File: src/rtl/seg7_pkg.sv
// Shared types and helpers for the 7-segment scan controller.
// The optional leading-zero suppression in seg7_scan_ctrl is enabled by LEADING_ZERO_BLANK_EN.
package seg7_pkg;

    localparam logic [6:0] SEG_BLANK = 7'h7F;

    typedef enum logic {
        S_BLANK = 1'b0,
        S_DRIVE = 1'b1
    } scanState_e;

    // Never returns less than 1 so every counter keeps at least one bit.
    function automatic int clog2(input int value);
        int result;
        int remaining;
        result    = 0;
        remaining = value - 1;
        while (remaining > 0) begin
            result++;
            remaining = remaining >> 1;
        end
        if (result == 0) begin
            result = 1;
        end
        return result;
    endfunction

endpackage

File: src/rtl/seg7_bcd7.sv
// Hex nibble to active-low 7-segment pattern, bit order {g,f,e,d,c,b,a}.
module seg7_bcd7 (
    input  logic [3:0] nibble_i,
    output logic [6:0] seg_o
);

    always_comb begin
        seg_o = 7'h7F;
        case (nibble_i)
            4'h0: seg_o = 7'h40;
            4'h1: seg_o = 7'h79;
            4'h2: seg_o = 7'h24;
            4'h3: seg_o = 7'h30;
            4'h4: seg_o = 7'h19;
            4'h5: seg_o = 7'h12;
            4'h6: seg_o = 7'h02;
            4'h7: seg_o = 7'h78;
            4'h8: seg_o = 7'h00;
            4'h9: seg_o = 7'h10;
            4'hA: seg_o = 7'h08;
            4'hB: seg_o = 7'h03;
            4'hC: seg_o = 7'h46;
            4'hD: seg_o = 7'h21;
            4'hE: seg_o = 7'h06;
            4'hF: seg_o = 7'h0E;
            default: seg_o = 7'h7F;
        endcase
    end

endmodule

File: src/rtl/seg7_scan_ctrl.sv
// Time-multiplexed scan controller for a common-anode 7-segment bank with tear-free word updates.
// Define LEADING_ZERO_BLANK_EN to suppress digits above the most-significant nonzero nibble.
module seg7_scan_ctrl
    import seg7_pkg::*;
#(
    parameter int NUM_DIGITS = 8,
    parameter int SCAN_DIV   = 100000,
    parameter int BLANK_CYC  = 1000
) (
    input  logic                    clk,
    input  logic                    rst,
    input  logic [4*NUM_DIGITS-1:0] din,
    input  logic [NUM_DIGITS-1:0]   dp_in,
    input  logic                    din_valid,
    output logic                    din_ready,
    output logic [NUM_DIGITS-1:0]   an,
    output logic [6:0]              seg,
    output logic                    dp,
    output logic                    frame_start
);

    localparam int CNT_W = clog2(SCAN_DIV);
    localparam int IDX_W = clog2(NUM_DIGITS);
    localparam logic [CNT_W-1:0] CNT_LAST   = CNT_W'(SCAN_DIV - 1);
    localparam logic [CNT_W-1:0] BLANK_LAST = (BLANK_CYC > 0) ? CNT_W'(BLANK_CYC - 1) : '0;
    localparam logic [IDX_W-1:0] IDX_LAST   = IDX_W'(NUM_DIGITS - 1);
    localparam scanState_e       SLOT_FIRST = (BLANK_CYC > 0) ? S_BLANK : S_DRIVE;

    logic [CNT_W-1:0]        cnt_q, cnt_d;
    logic [IDX_W-1:0]        idx_q, idx_d;
    scanState_e              state_q, state_d;
    logic [4*NUM_DIGITS-1:0] disp_q, disp_d;
    logic [NUM_DIGITS-1:0]   dispDp_q, dispDp_d;
    logic [4*NUM_DIGITS-1:0] shadow_q, shadow_d;
    logic [NUM_DIGITS-1:0]   shadowDp_q, shadowDp_d;
    logic                    pending_q, pending_d;
    logic [NUM_DIGITS-1:0]   an_q, an_d;
    logic [6:0]              seg_q, seg_d;
    logic                    dp_q, dp_d;
    logic                    frameStart_q, frameStart_d;

    logic       slotEnd;
    logic       commitEvent;
    logic       suppress;
    logic [3:0] curNibble;
    logic       curDp;
    logic [6:0] decodedSeg;

    assign slotEnd     = (cnt_q == CNT_LAST);
    assign commitEvent = slotEnd && (idx_q == IDX_LAST);
    assign curNibble   = disp_q[4*idx_q +: 4];
    assign curDp       = dispDp_q[idx_q];

    seg7_bcd7 u_bcd7 (
        .nibble_i (curNibble),
        .seg_o    (decodedSeg)
    );

`ifdef LEADING_ZERO_BLANK_EN
    logic [IDX_W-1:0] msDigit;

    // Digit 0 is the floor so an all-zero word still shows a single "0".
    always_comb begin
        msDigit = '0;
        for (int i = 1; i < NUM_DIGITS; i++) begin
            if (disp_q[4*i +: 4] != 4'h0) begin
                msDigit = IDX_W'(i);
            end
        end
    end

    assign suppress = (idx_q > msDigit);
`else
    assign suppress = 1'b0;
`endif

    always_comb begin
        cnt_d   = slotEnd ? '0 : cnt_q + 1'b1;
        idx_d   = idx_q;
        state_d = state_q;
        if (slotEnd) begin
            idx_d   = (idx_q == IDX_LAST) ? '0 : idx_q + 1'b1;
            state_d = SLOT_FIRST;
        end else begin
            case (state_q)
                S_BLANK: if (cnt_q == BLANK_LAST) state_d = S_DRIVE;
                S_DRIVE: state_d = S_DRIVE;
                default: state_d = S_BLANK;
            endcase
        end
    end

    // A pending word keeps din_ready low, so commit and capture never coincide.
    always_comb begin
        disp_d     = disp_q;
        dispDp_d   = dispDp_q;
        shadow_d   = shadow_q;
        shadowDp_d = shadowDp_q;
        pending_d  = pending_q;
        if (commitEvent && pending_q) begin
            disp_d    = shadow_q;
            dispDp_d  = shadowDp_q;
            pending_d = 1'b0;
        end else if (din_valid && !pending_q) begin
            shadow_d   = din;
            shadowDp_d = dp_in;
            pending_d  = 1'b1;
        end
    end

    always_comb begin
        an_d         = '1;
        seg_d        = SEG_BLANK;
        dp_d         = 1'b1;
        frameStart_d = commitEvent;
        if (state_q == S_DRIVE && !suppress) begin
            an_d[idx_q] = 1'b0;
            seg_d       = decodedSeg;
            dp_d        = ~curDp;
        end
    end

    always_ff @(posedge clk or posedge rst) begin
        if (rst) begin
            cnt_q        <= '0;
            idx_q        <= '0;
            state_q      <= S_BLANK;
            disp_q       <= '0;
            dispDp_q     <= '0;
            shadow_q     <= '0;
            shadowDp_q   <= '0;
            pending_q    <= 1'b0;
            an_q         <= '1;
            seg_q        <= SEG_BLANK;
            dp_q         <= 1'b1;
            frameStart_q <= 1'b0;
        end else begin
            cnt_q        <= cnt_d;
            idx_q        <= idx_d;
            state_q      <= state_d;
            disp_q       <= disp_d;
            dispDp_q     <= dispDp_d;
            shadow_q     <= shadow_d;
            shadowDp_q   <= shadowDp_d;
            pending_q    <= pending_d;
            an_q         <= an_d;
            seg_q        <= seg_d;
            dp_q         <= dp_d;
            frameStart_q <= frameStart_d;
        end
    end

    assign din_ready   = ~pending_q;
    assign an          = an_q;
    assign seg         = seg_q;
    assign dp          = dp_q;
    assign frame_start = frameStart_q;

endmodule
File: config.mk
export PLATFORM = sky130hd
export DESIGN_NAME = seg7_scan_ctrl
export DESIGN_NICKNAME = d
export VERILOG_FILES = /design/src/rtl/seg7_pkg.sv /design/src/rtl/seg7_bcd7.sv /design/src/rtl/seg7_scan_ctrl.sv
export SDC_FILE = /design/constraint.sdc
export NUM_CORES = 1
export LEC_CHECK = 0
export CORE_ASPECT_RATIO = 1.75
export CORE_MARGIN = 2
export CORE_UTILIZATION = 52
export CTS_BUF_LIST = sky130_fd_sc_hd__clkbuf_8
export DETAILED_ROUTE_END_ITERATION = 10
export PLACE_DENSITY = 0.78
export SYNTH_ARGS = -nofsm -noshare
export SYNTH_HDL_FRONTEND = slang
export SYNTH_HIERARCHICAL = 1
export SYNTH_SLANG_ARGS = --single-unit
File: constraint.sdc
create_clock -name clk -period 4.2 [get_ports clk]
set_clock_uncertainty 0.15 [all_clocks]
set_input_delay 0.84 -clock clk [delete_from_list [all_inputs] [get_ports clk]]
set_output_delay 0.84 -clock clk [all_outputs]
set_load 0.02 [all_outputs]
==> results.cfg, run 1 <==
[yosys]
yosys.area_share.simple_pct = 8.66
muxShareOfSynthArea_pct = 24.6
synth_xor_area_share_pct = 2.36
synthFlopType = dfrtp_1
synth_compound_area_share_pct = 1.28
synthAdderAreaFrac_pct = 2.65
syn_area_um2 = 5200
synthCells = 366
ys_async_sr_fraction_pct = 100
ys_warn_count = 6
syn_avg_cell_area_um2 = 14.2
synth_cell_type_count = 38
synth_seq_cells = 119
synth-edff-count = 0
yosysSeqAreaShare_pct = 57.7
synth_top_family_by_area = multiplexers
syn-num-nets = 420

[cells_and_area]
fin_cells = 569
mostFrequentLayoutCells = dfrtp_1 (103), clkdlybuf4s50_1 (60), mux2_2 (48), mux2_1 (39), nor2_1 (20)
final_common_cell = dfrtp_1
syn2layout_area_growth_pct = 21.3
stdcell_area_um2 = 6310
drive_above_1_share_pct = 26.4
fin_util_pct = 64.4
nNetsFinal = 485
num_antenna_cells = 0

[grt]
grt_util_all_layers_pct = 19.1
grt_max_degree = 55
grt_antenna_before_repair = 0
top_usage_layer = met2
grt-ovfl-total = 0
grt_pass1_wl_mm = 15.3
grtUsageMet2_pct = 33.0
first_global_vias = 3171
use_met3_pct = 5.44
grt_use_met1_pct = 21.4

[clock_network]
cts_tree = yes
postCtsSetupRepairBufs = 0
hold_buffers = 0
h-tree-depth = 4
clk_transition_reported_paths_ns = 0.07
cts_buffers = 17
clock_sinks = 119
clk_path_buf_depth = 2
insertion_delay_ns = 0.44
cts_root_buffer = clkbuf_8
post_cts_resized = 0

[placement]
hpwl_mm = 6.58
io_buffers = 60
placed_cell_area_um2 = 5900
place.gp.congestion = 0.877
dp_cells = 537

[floorplanning]
coreArea_um2 = 9790
initial_core_util_pct = 53.1
floorplan.die.height_um = 136
die_w_um = 79.6
ios = 61
dieArea_um2 = 10800
rows = 48

[timing]
tightest_slew_ns = 0.915
post-route-period-util_pct = 72.1
finalHoldViolations = 0
setup_viol = 0
max_freq_mhz = 330
setup_tns_ns = 0
relSlewSlack_pct = 39.0
finalCriticalPeriod_ns = 3.03
report.final.slew_viol_count = 0
grt_setup_unrepaired = no

[power_and_ir_drop]
ir_drop_v = 0.000277
p_total_mw = 2.37
p_per_area_nw_per_um2 = 375
leakagePower_nw = 2.84

[critical_path]
required_ns = 4.38
worst_setup_path_start_kind = flip-flop
cp-end-kind = flip-flop
critPathKind = flip-flop to flip-flop
cp_max_fo = 41
r2r_setup_slack_ns = 1.17
arrival_ns = 3.20

[outcome]
outcome = complete, no violations

[detailed_routing]
num_vias = 3095
viasPerCell = 5.44
routed_wl_mm = 9.33
postRouteAntennaNets = 0
first_pass_iters = 4
drtIter0Drc = 163
avgRoutedWirePerCell_um = 16.4
drcViolationCount = 0

[flow_run]
drv_cap = 0

[hold_path]
min_path_type = flip-flop to flip-flop
through the flow:
step / worst slack [ns] / hold slack (ns)
CTS: 1.17 / 0.337
global placement: 1.21 / 0.312
global route: 1.00 / 0.347
floorplan: 0.0790 / 0.283
detailed placement: 1.19 / 0.320
finish: 1.17 / 0.336
flip-flops by register name (all words and copies together), names as in the netlist, 3 cells and up:
register and count:
dispDp_q 8, an 8, seg 7, shadow_q 32
disp_q 32, cnt_q 17, shadowDp_q 8, idx_q 3
synth_stat cells (2+ instances only):
cell type	count	area share, %
nand2b_1	9	1.1
mux4_2	10	4.3
inv_1	9	0.65
o21ai_0	7	0.67
mux2_1	39	8.4
and3_1	5	0.60
ha_1	11	2.6
nor4_1	3	0.36
dfrtp_1	103	50
mux2_2	48	10
nor3_1	3	0.29
nor2_1	20	1.4
xnor2_1	11	1.9
xor2_1	3	0.51
nand2_1	8	0.58
or3_1	4	0.48
nand3_1	9	0.87
clkbuf_1	11	0.79
buf_6	4	0.87
nand4_1	7	0.84
buf_4	2	0.29
nor2b_1	4	0.48
nor4bb_1	2	0.39
mux2i_1	5	0.96
dfstp_2	16	8.1
worst paths after layout:
| path | startpoint | to | cells after the start |
|---|---|---|---|
| min | disp_q[11] | disp_q[11] | 1 |
| min reg2reg | disp_q[11] | disp_q[11] | 1 |
| max | cnt_q[11] | disp_q[30] | 5 |
| max in group asynchronous | rst | cnt_q[0] | 3 |
| max reg2reg | cnt_q[11] | disp_q[30] | 5 |
| min in group asynchronous | rst | shadow_q[13] | 2 |
cell type report:
type,count,area (µm²)
inverter,10,40.0
sequential,119,3000
fill,716,3480
clock inverter,15,168
clock buffer,17,234
tap,125,156
multi-input combinational,219,2070
timing repair buffer,64,643
logic make-up (layout without fill, tap and decap cells):
family | after synthesis | count (layout)
XOR/XNOR | 14 | 14
buffers and inverters | 28 | 106
AND/OR/NAND/NOR | 80 | 80
adder cells (fa/ha/maj) | 11 | 11
flip-flops | 119 | 119
multiplexers | 103 | 103
AO/OA/AOI/OAI | 11 | 11
worst max-delay path: stages (launching register included):
cell,delay [ns]
dfrtp_1,0.42
or4_4,0.59
nor4_4,0.27
buf_4,0.25
and3_2,0.82
mux2_2,0.41
metal layers:
| metal | wire [µm] | up-vias | share of wire [%] |
|---|---|---|---|
| met5 | 0 | - | 0 |
| met4 | 233 | 0 | 2.5 |
| met3 | 349 | 22 | 3.7 |
| met2 | 5110 | 73 | 55 |
| met1 | 3640 | 1568 | 39 |
| li1 | - | 1432 | - |
report_power, final:
part           switching (mW)  leakage (nW)  internal [mW]  total (mW)
Clock                   0.502         0.192          0.539        1.04
Combinational          0.0372          1.12         0.0689       0.106
Sequential             0.0283          1.52           1.19        1.22
Power figures use the tool's default switching activity.
==> inputs of run 2 (changes only) <==
--- a/config.mk
+++ b/config.mk
@@ -7,10 +7,10 @@
 export LEC_CHECK = 0
 export CORE_ASPECT_RATIO = 1.75
 export CORE_MARGIN = 2
-export CORE_UTILIZATION = 52
+export CORE_UTILIZATION = 55
 export CTS_BUF_LIST = sky130_fd_sc_hd__clkbuf_8
 export DETAILED_ROUTE_END_ITERATION = 10
-export PLACE_DENSITY = 0.78
+export PLACE_DENSITY = 0.79
 export SYNTH_ARGS = -nofsm -noshare
 export SYNTH_HDL_FRONTEND = slang
 export SYNTH_HIERARCHICAL = 1
==> constraint.sdc (replaced) <==
create_clock -name clk -period 3.1 [get_ports clk]
set_clock_uncertainty 0.15 [all_clocks]
set_input_delay 0.62 -clock clk [delete_from_list [all_inputs] [get_ports clk]]
set_output_delay 0.62 -clock clk [all_outputs]
set_load 0.02 [all_outputs]
==> run 2 against run 1 <==
  * Setup slack lost 0.81 ns
  * Routed wire length grew 2.5%
  * Cell count shrank 0.35%
  * First-iteration DRC count shrank 23%
  * Cell area is the same
  * Fmax grew 11%
  * Combinational power grew 36%
==> results.cfg, run 2 (synthesis gave the netlist of run 1 again) <==
[outcome]
outcome = complete, no violations

[timing]
finalHoldViolations = 0
finalHoldWorstSlack_ns = 0.332
max_freq_mhz = 365
grt_setup_unrepaired = no
tightest_slew_ns = 0.480
setup_viol = 0
post-route-period-util_pct = 88.4
report.final.slew_viol_count = 0
setup_tns_ns = 0
finalCriticalPeriod_ns = 2.74
relSlewSlack_pct = 68.0

[critical_path]
crit_path_cell_trace = mux4_2 > mux2_2 > inv_1 > ha_1 > inv_1 > mux4_1 > nand2b_1
required_ns = 3.30
slowest_delay_ns = 0.64
crit_buf_inv = 2
cp-end-kind = flip-flop
worst_setup_path_start_kind = flip-flop
crit_family = multiplexers
cp_max_fo = 12
r2r_setup_slack_ns = 0.36
crit_path_top_delay_cell = dfrtp_1
critPathKind = flip-flop to flip-flop
crit_path_frequent_cell = inv_1
arrival_ns = 2.94

[cells_and_area]
drive_above_1_share_pct = 26.3
syn2layout_area_growth_pct = 21.3
fillers = 676
final_common_cell = dfrtp_1
top_regs = disp_q (32), shadow_q (32), cnt_q (17)
num_antenna_cells = 0
mostFrequentLayoutCells = dfrtp_1 (103), clkdlybuf4s50_1 (60), mux2_2 (48), mux2_1 (39)
nNetsFinal = 488

[power_and_ir_drop]
leakagePower_nw = 2.85
p_sw_share_pct = 21.9
p_seq_share_pct = 54.0
clkPwrFrac_pct = 41.3
ir_drop_v = 0.000349
p_comb_share_pct = 4.7
p_switching_mw = 0.670
p_int_mw = 2.38
p_per_area_nw_per_um2 = 484

[grt]
grt-ovfl-total = 0
grt_util_all_layers_pct = 21.0
first_global_vias = 3263
grt_pass1_wl_mm = 16.2
grt_max_degree = 78
grt_antenna_before_repair = 0

[clock_network]
cts_root_buffer = clkbuf_8
clk_transition_reported_paths_ns = 0.07
clock_sinks = 119
cts_buffers = 17
insertion_delay_ns = 0.44
clk_path_buf_depth = 2
cts_tree = yes
hold_buffers = 0
postCtsSetupRepairBufs = 0
post_cts_resized = 0
h-tree-depth = 4

[detailed_routing]
avgRoutedWirePerCell_um = 16.9
drtIter0Drc = 125
postRouteAntennaNets = 0
num_vias = 3153
drcViolationCount = 0
viasPerCell = 5.56
first_pass_iters = 4
routed_wl_mm = 9.57

[floorplanning]
dieArea_um2 = 10300
die_w_um = 77.5
coreArea_um2 = 9350
floorplan.die.height_um = 133
initial_core_util_pct = 55.6
ios = 61
rows = 47

[placement]
hpwl_mm = 6.94
place.gp.congestion = 0.876
io_buffers = 60

[flow_run]
drv_cap = 0

[hold_path]
min_path_type = flip-flop to flip-flop
## run 2: cell types whose count changed in the layout (fill, tap and decap cells not counted), moves of 2 or more
cell      delta
buf_12       +2
clkbuf_8     +3
clkinv_4     -2
inv_6        -5
clkinv_2     +4
## run 2: through the flow
stage                     instances  setup slack [ns]  cell area, µm²  util, %  total power, mW
final                           567             0.361            6310     67.4             3.05
after global routing            567             0.219            6310     67.4             3.18
after CTS                       567             0.350            6310     67.4             3.09
after detailed placement        537             0.375            5950     63.6             1.83
after global placement          537             0.496            5950     63.6             1.82
after floorplan                 366            0.0844            5200        -             1.74
## run 2: worst register-to-register path, cell delays in order (launching register included)
cell	delay, ns
dfrtp_1	0.64
mux4_2	0.57
mux2_2	0.33
inv_1	0.15
ha_1	0.15
inv_1	0.04
mux4_1	0.46
nand2b_1	0.16
## run 2: area by class of cell
| type | instances | area [µm²] | area share, % |
|---|---|---|---|
| Clock inverter | 10 | 81.3 | 1.29 |
| Sequential cell | 119 | 3000 | 47.5 |
| Inverter | 10 | 41.3 | 0.655 |
| Timing Repair Buffer | 67 | 691 | 11.0 |
| Multi-Input combinational cell | 219 | 2070 | 32.8 |
| Tap cell | 122 | 153 | 2.42 |
| Clock buffer | 20 | 275 | 4.37 |
## run 2: routing by layer
metal	up-vias	global-route usage [%]	wire (µm)
met5	-	0	0
met4	0	9.23	318
met3	24	6.96	335
met2	83	37.1	5260
met1	1610	22.4	3650
li1	1436	-	-
## run 2: final timing paths
path	from	endpoint	cells past startpoint
max	idx_q[1]	seg[3]	7
min	disp_q[11]	disp_q[11]	1
max reg2reg	idx_q[1]	seg[3]	7
min reg2reg	disp_q[11]	disp_q[11]	1
max in group asynchronous	rst	dp	3
min in group asynchronous	rst	shadow_q[7]	2
## run 2: power by group through the flow
stage	clock network (mW)	registers [mW]	logic, mW
2_1_floorplan	0	1.66	0.0759
3_3_place_gp	0	1.68	0.143
3_5_place_dp	0	1.68	0.148
4_1_cts	1.29	1.65	0.148
5_1_grt	1.36	1.66	0.160
6_report	1.26	1.65	0.144
